--- config.mk ---
export PLATFORM = sky130hd
export DESIGN_NAME = cic_decimator_mc
export DESIGN_NICKNAME = d
export VERILOG_FILES = /design/src/rtl/cic_decimator_mc.sv
export SDC_FILE = /design/constraint.sdc
export NUM_CORES = 2
export LEC_CHECK = 0
export BUFFER_PORTS_ARGS = -buffer_cell sky130_fd_sc_hd__clkbuf_2
export CORE_UTILIZATION = 35
export CTS_CLUSTER_SIZE = 10
export DETAILED_ROUTE_END_ITERATION = 10
export SYNTH_ARGS = -nofsm -noshare
export SYNTH_HDL_FRONTEND = slang
export SYNTH_SLANG_ARGS = --single-unit
--- constraint.sdc ---
create_clock -name clk -period 24.9 [get_ports clk]
set_clock_uncertainty 0.15 [all_clocks]
set_input_delay 1.245 -clock clk [delete_from_list [all_inputs] [get_ports clk]]
set_output_delay 1.245 -clock clk [all_outputs]
set_load 0.02 [all_outputs]
--- src/rtl/cic_decimator_mc.sv ---
`default_nettype none
// ============================================================================
// Module   : cic_decimator_mc
// Purpose  : Multi-channel CIC decimator. N integrator stages run at the input
//            beat rate; every Reff beats the last integrator is captured and
//            pushed through N comb stages (differential delay M). The comb
//            result is rounded, right-shifted and saturated into the output.
// Ports    : clk, rst        - clock, synchronous active-high reset
//            s_tdata/tvalid/tready - input samples, CHANNELS x WIDTH packed
//            m_tdata/tvalid/tready - output samples, CHANNELS x OUT_WIDTH
//            rate            - decimation rate R (0 -> 1, >RMAX -> RMAX)
//            shift           - output arithmetic right-shift (with rounding)
//            ovf             - sticky saturation flag
// Revision : 1.0 - initial release
// ============================================================================
module cic_decimator_mc #(
  parameter int WIDTH     = 16,
  parameter int OUT_WIDTH = 16,
  parameter int CHANNELS  = 2,
  parameter int RMAX      = 2048,
  parameter int M         = 1,
  parameter int N         = 3,
  parameter int REG_WIDTH = WIDTH + $clog2((64'(RMAX) * 64'(M)) ** N)
) (
  input  logic                            clk,
  input  logic                            rst,
  input  logic [CHANNELS*WIDTH-1:0]       s_tdata,
  input  logic                            s_tvalid,
  output logic                            s_tready,
  output logic [CHANNELS*OUT_WIDTH-1:0]   m_tdata,
  output logic                            m_tvalid,
  input  logic                            m_tready,
  input  logic [$clog2(RMAX+1)-1:0]       rate,
  input  logic [$clog2(REG_WIDTH)-1:0]    shift,
  output logic                            ovf
);

  localparam int c_rate_w  = $clog2(RMAX + 1);
  localparam int c_shift_w = $clog2(REG_WIDTH);
  // Registered comb stages: the last stage feeds the output register directly.
  localparam int c_nc      = (N > 1) ? N - 1 : 1;
  localparam logic signed [REG_WIDTH:0] c_out_max =
    (REG_WIDTH+1)'((64'sd1 <<< (OUT_WIDTH - 1)) - 64'sd1);
  localparam logic signed [REG_WIDTH:0] c_out_min = -c_out_max - 1;

  logic [c_rate_w-1:0]             w_reff;
  logic [c_rate_w-1:0]             r_reff;
  logic [c_rate_w-1:0]             r_cnt;
  logic                            w_beat;
  logic                            w_dec;
  logic                            w_xfer;
  logic                            r_pend;
  logic                            r_mvalid;
  logic                            r_ovf;
  logic [CHANNELS*OUT_WIDTH-1:0]   r_mdata;
  logic [CHANNELS*OUT_WIDTH-1:0]   w_mdata;
  logic [CHANNELS-1:0]             w_sat;

  // Effective rate: 0 behaves as 1, anything above RMAX is clamped.
  always_comb begin
    w_reff = rate;
    if (rate == '0) begin
      w_reff = c_rate_w'(1);
    end else if (rate > c_rate_w'(RMAX)) begin
      w_reff = c_rate_w'(RMAX);
    end
  end

  // Input stalls only when a comb sample is waiting behind a stalled output.
  assign s_tready = rst | ~r_pend | ~r_mvalid | m_tready;
  assign w_beat   = s_tvalid & s_tready;
  assign w_dec    = w_beat & (r_cnt == r_reff - c_rate_w'(1));
  assign w_xfer   = r_pend & (~r_mvalid | m_tready);

  generate
    for (genvar c = 0; c < CHANNELS; c++) begin : g_ch
      logic [WIDTH-1:0]                    w_x;
      logic [N-1:0][REG_WIDTH-1:0]         r_int;
      logic [N-1:0][REG_WIDTH-1:0]         w_int_in;
      logic [REG_WIDTH-1:0]                r_cin;
      logic [c_nc-1:0][REG_WIDTH-1:0]      r_comb;
      logic [N-1:0][M-1:0][REG_WIDTH-1:0]  r_dly;
      logic [N-1:0][REG_WIDTH-1:0]         w_cin;
      logic [N-1:0][REG_WIDTH-1:0]         w_cout;
      logic signed [REG_WIDTH:0]           w_half;
      logic signed [REG_WIDTH:0]           w_sum;
      logic signed [REG_WIDTH:0]           w_scaled;
      logic                                w_hi;
      logic                                w_lo;
      logic [OUT_WIDTH-1:0]                w_y;

      assign w_x = s_tdata[c*WIDTH +: WIDTH];

      // Integrator k adds the pre-update value of stage k-1.
      always_comb begin
        w_int_in    = '0;
        w_int_in[0] = {{(REG_WIDTH-WIDTH){w_x[WIDTH-1]}}, w_x};
        for (int k = 1; k < N; k++) begin
          w_int_in[k] = r_int[k-1];
        end
      end

      always_ff @(posedge clk) begin
        if (rst) begin
          r_int <= '0;
          r_cin <= '0;
        end else if (w_beat) begin
          for (int k = 0; k < N; k++) begin
            r_int[k] <= r_int[k] + w_int_in[k];
          end
          // Capture the post-update value of the last integrator.
          if (w_dec) begin
            r_cin <= r_int[N-1] + w_int_in[N-1];
          end
        end
      end

      // Comb stage k differences its registered input against the same input
      // M transfers earlier.
      always_comb begin
        w_cin    = '0;
        w_cout   = '0;
        w_cin[0] = r_cin;
        for (int k = 1; k < N; k++) begin
          w_cin[k] = r_comb[k-1];
        end
        for (int k = 0; k < N; k++) begin
          w_cout[k] = w_cin[k] - r_dly[k][M-1];
        end
      end

      always_ff @(posedge clk) begin
        if (rst) begin
          r_comb <= '0;
          r_dly  <= '0;
        end else if (w_xfer) begin
          for (int k = 0; k < N - 1; k++) begin
            r_comb[k] <= w_cout[k];
          end
          for (int k = 0; k < N; k++) begin
            r_dly[k][0] <= w_cin[k];
            for (int i = 1; i < M; i++) begin
              r_dly[k][i] <= r_dly[k][i-1];
            end
          end
        end
      end

      // Round half up, arithmetic shift, then saturate. One extra bit keeps
      // the rounding add from wrapping.
      always_comb begin
        w_half = '0;
        if (shift != '0) begin
          w_half = (REG_WIDTH+1)'(1) << (shift - c_shift_w'(1));
        end
        w_sum    = $signed({w_cout[N-1][REG_WIDTH-1], w_cout[N-1]}) + w_half;
        w_scaled = w_sum >>> shift;
        w_hi     = (w_scaled > c_out_max);
        w_lo     = (w_scaled < c_out_min);
        if (w_hi) begin
          w_y = c_out_max[OUT_WIDTH-1:0];
        end else if (w_lo) begin
          w_y = c_out_min[OUT_WIDTH-1:0];
        end else begin
          w_y = w_scaled[OUT_WIDTH-1:0];
        end
      end

      assign w_sat[c]                          = w_hi | w_lo;
      assign w_mdata[c*OUT_WIDTH +: OUT_WIDTH] = w_y;
    end
  endgenerate

  always_ff @(posedge clk) begin
    if (rst) begin
      r_cnt    <= '0;
      r_reff   <= w_reff;
      r_pend   <= 1'b0;
      r_mvalid <= 1'b0;
      r_mdata  <= '0;
      r_ovf    <= 1'b0;
    end else begin
      // New rate is picked up only at a frame boundary.
      if (w_beat) begin
        if (w_dec) begin
          r_cnt  <= '0;
          r_reff <= w_reff;
        end else begin
          r_cnt  <= r_cnt + c_rate_w'(1);
        end
      end

      if (w_dec) begin
        r_pend <= 1'b1;
      end else if (w_xfer) begin
        r_pend <= 1'b0;
      end

      if (w_xfer) begin
        r_mvalid <= 1'b1;
        r_mdata  <= w_mdata;
        if (|w_sat) begin
          r_ovf <= 1'b1;
        end
      end else if (m_tready) begin
        r_mvalid <= 1'b0;
      end
    end
  end

  assign m_tdata  = r_mdata;
  assign m_tvalid = r_mvalid;
  assign ovf      = r_ovf;

endmodule
`default_nettype wire

# Word-level counts from Yosys, hierarchy flattened
# Cells that the tools add are included.
[totals]
ff_bits = 941
inputBits = 54
out_inout_bits = 35
elab_cells = 86
[op_classes]
n_addsub = 17
order_cmp = 5
eq_ne = 1
n_shift = 3
muxes = 15
n_bitwise = 11
n_reduce_logical = 10
[ops]
columns = ["operator", "count"]
rows = [
  ["49-bit adder", 6],
  ["49-bit subtractor", 6],
  ["49-bit by 50-bit adder with 50-bit output", 2],
  ["50-bit by 16-bit > comparator with 1-bit output (second input constant)", 2],
  ["50-bit by 16-bit less-than comparator with 1-bit output (second input constant)", 2],
  ["50-bit by 6-bit >>> shifter with 50-bit output", 2],
  ["12-bit 2-to-1 mux", 6],
  ["16-bit 2-to-1 mux", 4],
  ["50-bit 2-to-1 mux", 1],
  ["1-bit by 6-bit << shifter with 50-bit output (first input constant)", 1],
  ["12-bit by 1-bit adder with 12-bit output (second input constant)", 1],
  ["12-bit == test", 1],
  ["12-bit > comparator (second input constant)", 1],
  ["12-bit logical NOT", 1],
  ["12-bit by 1-bit subtractor with 12-bit output (second input constant)", 1],
  ["2-bit nonzero test", 4],
  ["1-bit OR", 6],
  ["2-bit AND reduction", 3],
  ["6-bit nonzero test", 1],
  ["6-bit by 1-bit subtractor with 6-bit output (second input constant)", 1],
  ["1-bit 2-to-1 mux", 4],
  ["1-bit bitwise AND", 3],
  ["1-bit inverter", 2],
  ["2-bit OR reduction", 1],
]

# Depth between registers and ports, before layout
[depth]
word_depth = 9
depth_mapped = 42
depth_no_buf = 40

# Least setup slack after synthesis
# No wires, ideal clock.
[synth_timing]
kind = "input port to flip-flop"
start = "input shift[0]"
end = "register r_mdata[4] (netlist: m_tdata[4])"
setup_time_ns = 0.134
arrival_time_ns = 8.074
required_ns = 24.616
path_slack_ns = 16.542
stages = 28
n_path_buf = 6
path_cell_list = "inv_1 -> buf_1 -> buf_1 -> clkbuf_1 -> buf_1 -> clkbuf_1 -> nor3_1 -> ha_1 -> fa_1 -> a211oi_1 -> o211a_1 -> o311ai_4 -> o311ai_4 -> o31a_1 -> o21ai_1 -> xor2_1 -> mux4_2 -> mux2_2 -> nor2_1 -> a31oi_1 -> a2111oi_1 -> a21oi_1 -> or4_1 -> nor4_1 -> a21oi_1 -> nor2_2 -> buf_2 -> a211oi_1"
[synth_between]
elab_chain_cells = 8
[synth_lines]
columns = ["element", "line", "text"]
rows = [
  ["start: declaration", "34", "input logic [$clog2(REG_WIDTH)-1:0] shift,"],
  ["6-bit by 1-bit subtractor with 6-bit output", "154", "w_half = (REG_WIDTH+1)'(1) << (shift - c_shift_w'(1));"],
  ["1-bit by 6-bit << shifter with 50-bit output", "154", ""],
  ["50-bit 2-to-1 mux", "153", "if (shift != '0) begin"],
  ["49-bit by 50-bit adder with 50-bit output", "156", "w_sum = $signed({w_cout[N-1][REG_WIDTH-1], w_cout[N-1]}) + w_half;"],
  ["50-bit by 6-bit >>> shifter with 50-bit output *", "157", "w_scaled = w_sum >>> shift;"],
  ["50-bit by 16-bit less-than comparator with 1-bit output", "159", "w_lo = (w_scaled < c_out_min);"],
  ["16-bit 2-to-1 mux", "162", "end else if (w_lo) begin"],
  ["16-bit 2-to-1 mux *", "160", "if (w_hi) begin"],
  ["end signal: assignment", "201", "r_mdata <= w_mdata;"],
  ["end: declaration", "55", "logic [CHANNELS*OUT_WIDTH-1:0] r_mdata;"],
]
# Mark *: on every way between the ends. The rest lies on a longest branch, timed or not.
# A chain may end at the register's enable or synchronous reset.

# Worst setup path after layout
[layout_timing]
start = "register g_ch[0].r_dly[99] in the netlist's numbering"
end = "register r_mdata[2] (netlist: m_tdata[2])"
[layout_between]
elab_chain_cells = 6
[layout_lines]
columns = ["element", "line", "text"]
rows = [
  ["start: declaration", "82", "logic [N-1:0][M-1:0][REG_WIDTH-1:0] r_dly;"],
  ["start signal: indexed assignment", "141", "r_dly[k][0] <= w_cin[k];"],
  ["start signal: indexed assignment", "143", "r_dly[k][i] <= r_dly[k][i-1];"],
  ["49-bit subtractor *", "128", "w_cout[k] = w_cin[k] - r_dly[k][M-1];"],
  ["49-bit by 50-bit adder with 50-bit output *", "156", ""],
  ["50-bit by 6-bit >>> shifter with 50-bit output *", "157", ""],
  ["50-bit by 16-bit less-than comparator with 1-bit output", "159", ""],
  ["16-bit 2-to-1 mux", "162", ""],
  ["16-bit 2-to-1 mux *", "160", ""],
]
# Marks and branches as above.

==> flow_summary_export.csv <==
group,metric,value,unit
status,outcome,"finished, violations left",
status,violations,"capacitance limit",
logic_synthesis,ys_seq_area_frac,0.252,
grt,antenna_found_initial,4,
critical_path,slowest_stage,"a2111oi_0",
detailed_routing,viasPerCell,5.53,
logic_synthesis,syn_area,75200,sq um
timing,finalSetupViolCount,0,
logic_synthesis,avgSynthCellArea,7.30,sq um
clocking,holdBufCountCts,0,
grt,grt_usage,0.218,
layout,final_nets,10820,
critical_path,critPathKind,"register to register",
floorplan,initial_core_util,0.353,
timing,fmax,92.8,MHz
detailed_routing,first_iter_violations,5054,
power,p_int,2.73,mW
critical_path,critPathMaxStageDelay,670,ps
place,hpwl,187,mm
timing,timing.final.crit_share,0.433,
clocking,cts_resized,0,
power,power_density,47.4,nW/um^2
clocking,clk-insertion-delay-late,770,ps
power,p_comb_frac,0.179,
flow_run,maxCapViolations,1,
timing,relSlewSlack,0.0190,
detailed_routing,vias,71604,
detailed_routing,ant_nets,0,
clocking,clk_pin_slew,50,ps
power,max-vdd-ir-drop,0.0000583,V
power,seqPwrFrac,0.417,
layout,seqCellArea,19000,sq um
clocking,cts_setup_buffers,0,
timing,fin_ws,14120,ps
logic_synthesis,ys_ff_latch,941,
clocking,cts_buffers,112,
detailed_routing,wire_per_inst,19.0,microns
logic_synthesis,synth_cell_type_count,113,
floorplan,die_w,465,microns
critical_path,critPathCaptureType,"register",
layout,layout-drive-gt1-share,0.0524,
critical_path,worstSetupStartpointType,"register",
timing,final_max_slew_viol_count,0,
timing,setup_tns,0,ps
timing,finalHoldViolCount,0,
place,routabilityCongestion,0.953,
place,dpl_cell_area,77900,sq um
logic_synthesis,synth_edf_count,12,
power,p_switching,1.13,mW
logic_synthesis,synthCells,10292,
floorplan,die_area,217000,sq um
power,p_total,3.85,mW
clocking,tritoncts,"done",
critical_path,crit_arrival,11200,ps
detailed_routing,wl,246,mm
min_path,min_path_type,"register to register",
layout,multi_input_area,52500,sq um
clocking,clockRootBuffer,"clkbuf_16",
power,clockPowerShare,0.403,
detailed_routing,dr.pass1.iters,6,
logic_synthesis,yosysWarnings,0,
grt,grt_overflow,0,
layout,finish.instance_area,81300,sq um
critical_path,path_max_fanout,15,
layout,postLayoutCoreUtil,0.382,
timing,min_period,10780,ps
floorplan,num_rows,169,
timing,worst_pin_slew,1460,ps
clocking,htreeDepth,3,
logic_synthesis,yosys_most_used_dff,"dfxtp_1",
place,place_ws,14030,ps
critical_path,required,25320,ps
detailed_routing,drc,0,
layout,layout_common_cells,"nand2_1, a21oi_1, dfxtp_1",
power,leakagePower,32.8,nW
clocking,clock_sinks,941,
layout,layout_commonest_cell,"nand2_1",
place,port_buffers,88,
floorplan,core,213000,sq um
grt,grt_pass1_vias,67087,
grt,grt_pass1_wl,381,mm
layout,fill_cells,22312,
clocking,clock_path_buffers,3,
logic_synthesis,synthArstFlopShare,0,
layout,diodes,0,
floorplan,die_y,465,microns
timing,rsz0062_at_grt,"false",
layout,area_growth,8.15,%
logic_synthesis,syn_nets,11036,
grt,grt_max_degree,112,
floorplan,ios,89,
power,switching_share,0.292,
==> critical path, delay by kind of cell, from the launching register on <==
kind,cells,cell delay (ps)
multiplexers,1,200
flip-flops,1,370
XOR/XNOR,1,90
AO/OA/AOI/OAI,26,6540
AND/OR/NAND/NOR,8,2430
adder cells (fa/ha/maj),2,720
buffers and inverters,1,60
==> cells by family after synthesis <==
kind of cell | count (synthesis) | synth area share
DFF | 941 | 0.252
buffers and inverters | 984 | 0.0496
muxes | 183 | 0.0295
adders and majority gates | 690 | 0.116
xor gates and xnor gates | 595 | 0.0703
and+or+nand+nor | 3714 | 0.217
AOI/OAI and AO/OA | 3185 | 0.265
==> stage by stage <==
step	hold slack [ps]	std cells
final	267	12946
after global routing	276	12946
after CTS	270	12946
after detailed placement	296	12783
after global placement	291	12783
after floorplan	286	10292
==> power groups by stage <==
stage	clock, mW	sequential [mW]	combinational [mW]
5_1_grt	1.66	1.62	0.764
4_1_cts	1.60	1.61	0.684
3_3_place_gp	0	1.64	0.667
3_5_place_dp	0	1.64	0.680
6_report	1.55	1.61	0.691
2_1_floorplan	0	1.62	0.526
==> cells in the mapped netlist (17+ instances only) <==
cell | instances | area share
nand2_1 | 1810 | 0.090
a21oi_1 | 1417 | 0.094
dfxtp_1 | 929 | 0.25
nor2_1 | 856 | 0.043
ha_1 | 676 | 0.11
inv_1 | 483 | 0.024
clkbuf_1 | 441 | 0.022
xnor2_1 | 398 | 0.046
o21ai_0 | 393 | 0.026
a21o_1 | 318 | 0.032
nor3_1 | 215 | 0.014
xor2_1 | 191 | 0.022
nand3_1 | 155 | 0.010
a211oi_1 | 146 | 0.015
o21a_1 | 109 | 0.011
mux2i_1 | 108 | 0.014
nor2b_1 | 101 | 0.0084
nand2b_1 | 99 | 0.0082
o211ai_1 | 98 | 0.0098
nand4_1 | 92 | 0.0077
o21bai_1 | 91 | 0.0091
a31oi_1 | 86 | 0.0072
and3_1 | 76 | 0.0063
and2_1 | 69 | 0.0057
or3_1 | 65 | 0.0054
o31ai_1 | 52 | 0.0052
mux2_2 | 49 | 0.0073
buf_1 | 44 | 0.0022
or2_2 | 44 | 0.0037
o22ai_1 | 32 | 0.0027
nor4_1 | 31 | 0.0026
a211o_1 | 30 | 0.0035
o2111ai_1 | 30 | 0.0035
a221oi_1 | 26 | 0.0030
mux4_2 | 26 | 0.0078
a21boi_0 | 25 | 0.0025
a31o_2 | 25 | 0.0029
a221o_1 | 20 | 0.0027
a41oi_1 | 18 | 0.0021
nand3b_1 | 18 | 0.0018
a2111oi_0 | 17 | 0.0020
a311oi_1 | 17 | 0.0020
==> final timing paths <==
path,from,end,slack [ps],cells past startpoint
max,g_ch[0].r_dly[99],m_tdata[2],14120,39
min,g_ch[0].r_comb[85],g_ch[0].r_dly[134],270,2
max reg2reg,g_ch[0].r_dly[99],m_tdata[2],14120,39
min reg2reg,g_ch[0].r_comb[85],g_ch[0].r_dly[134],270,2
==> flip-flops by register name (all words and copies together) (netlist names) <==
name,flops
g_ch.r_cin,98
r_reff,12
g_ch.r_dly,294
r_cnt,12
r_pend,1
ovf,1
m_tdata,32
m_tvalid,1
g_ch.r_int,294
g_ch.r_comb,196
==> final cells by class <==
type | instances | area share
Tap cell | 2821 | 0.0434
Multi-Input combinational cell | 8367 | 0.646
Inverter | 487 | 0.0225
Clock inverter | 14 | 0.00289
Timing Repair Buffer | 167 | 0.0130
Clock buffer | 149 | 0.0388
Sequential cell | 941 | 0.233
==> layer usage <==
metal,vias up,GRT usage,share of wire
met5,-,0,0.00014
met4,6,0.0769,0.034
met3,375,0.0232,0.046
met2,1683,0.364,0.46
met1,33540,0.288,0.46
li1,36000,-,-
Power figures use the tool's default switching activity.
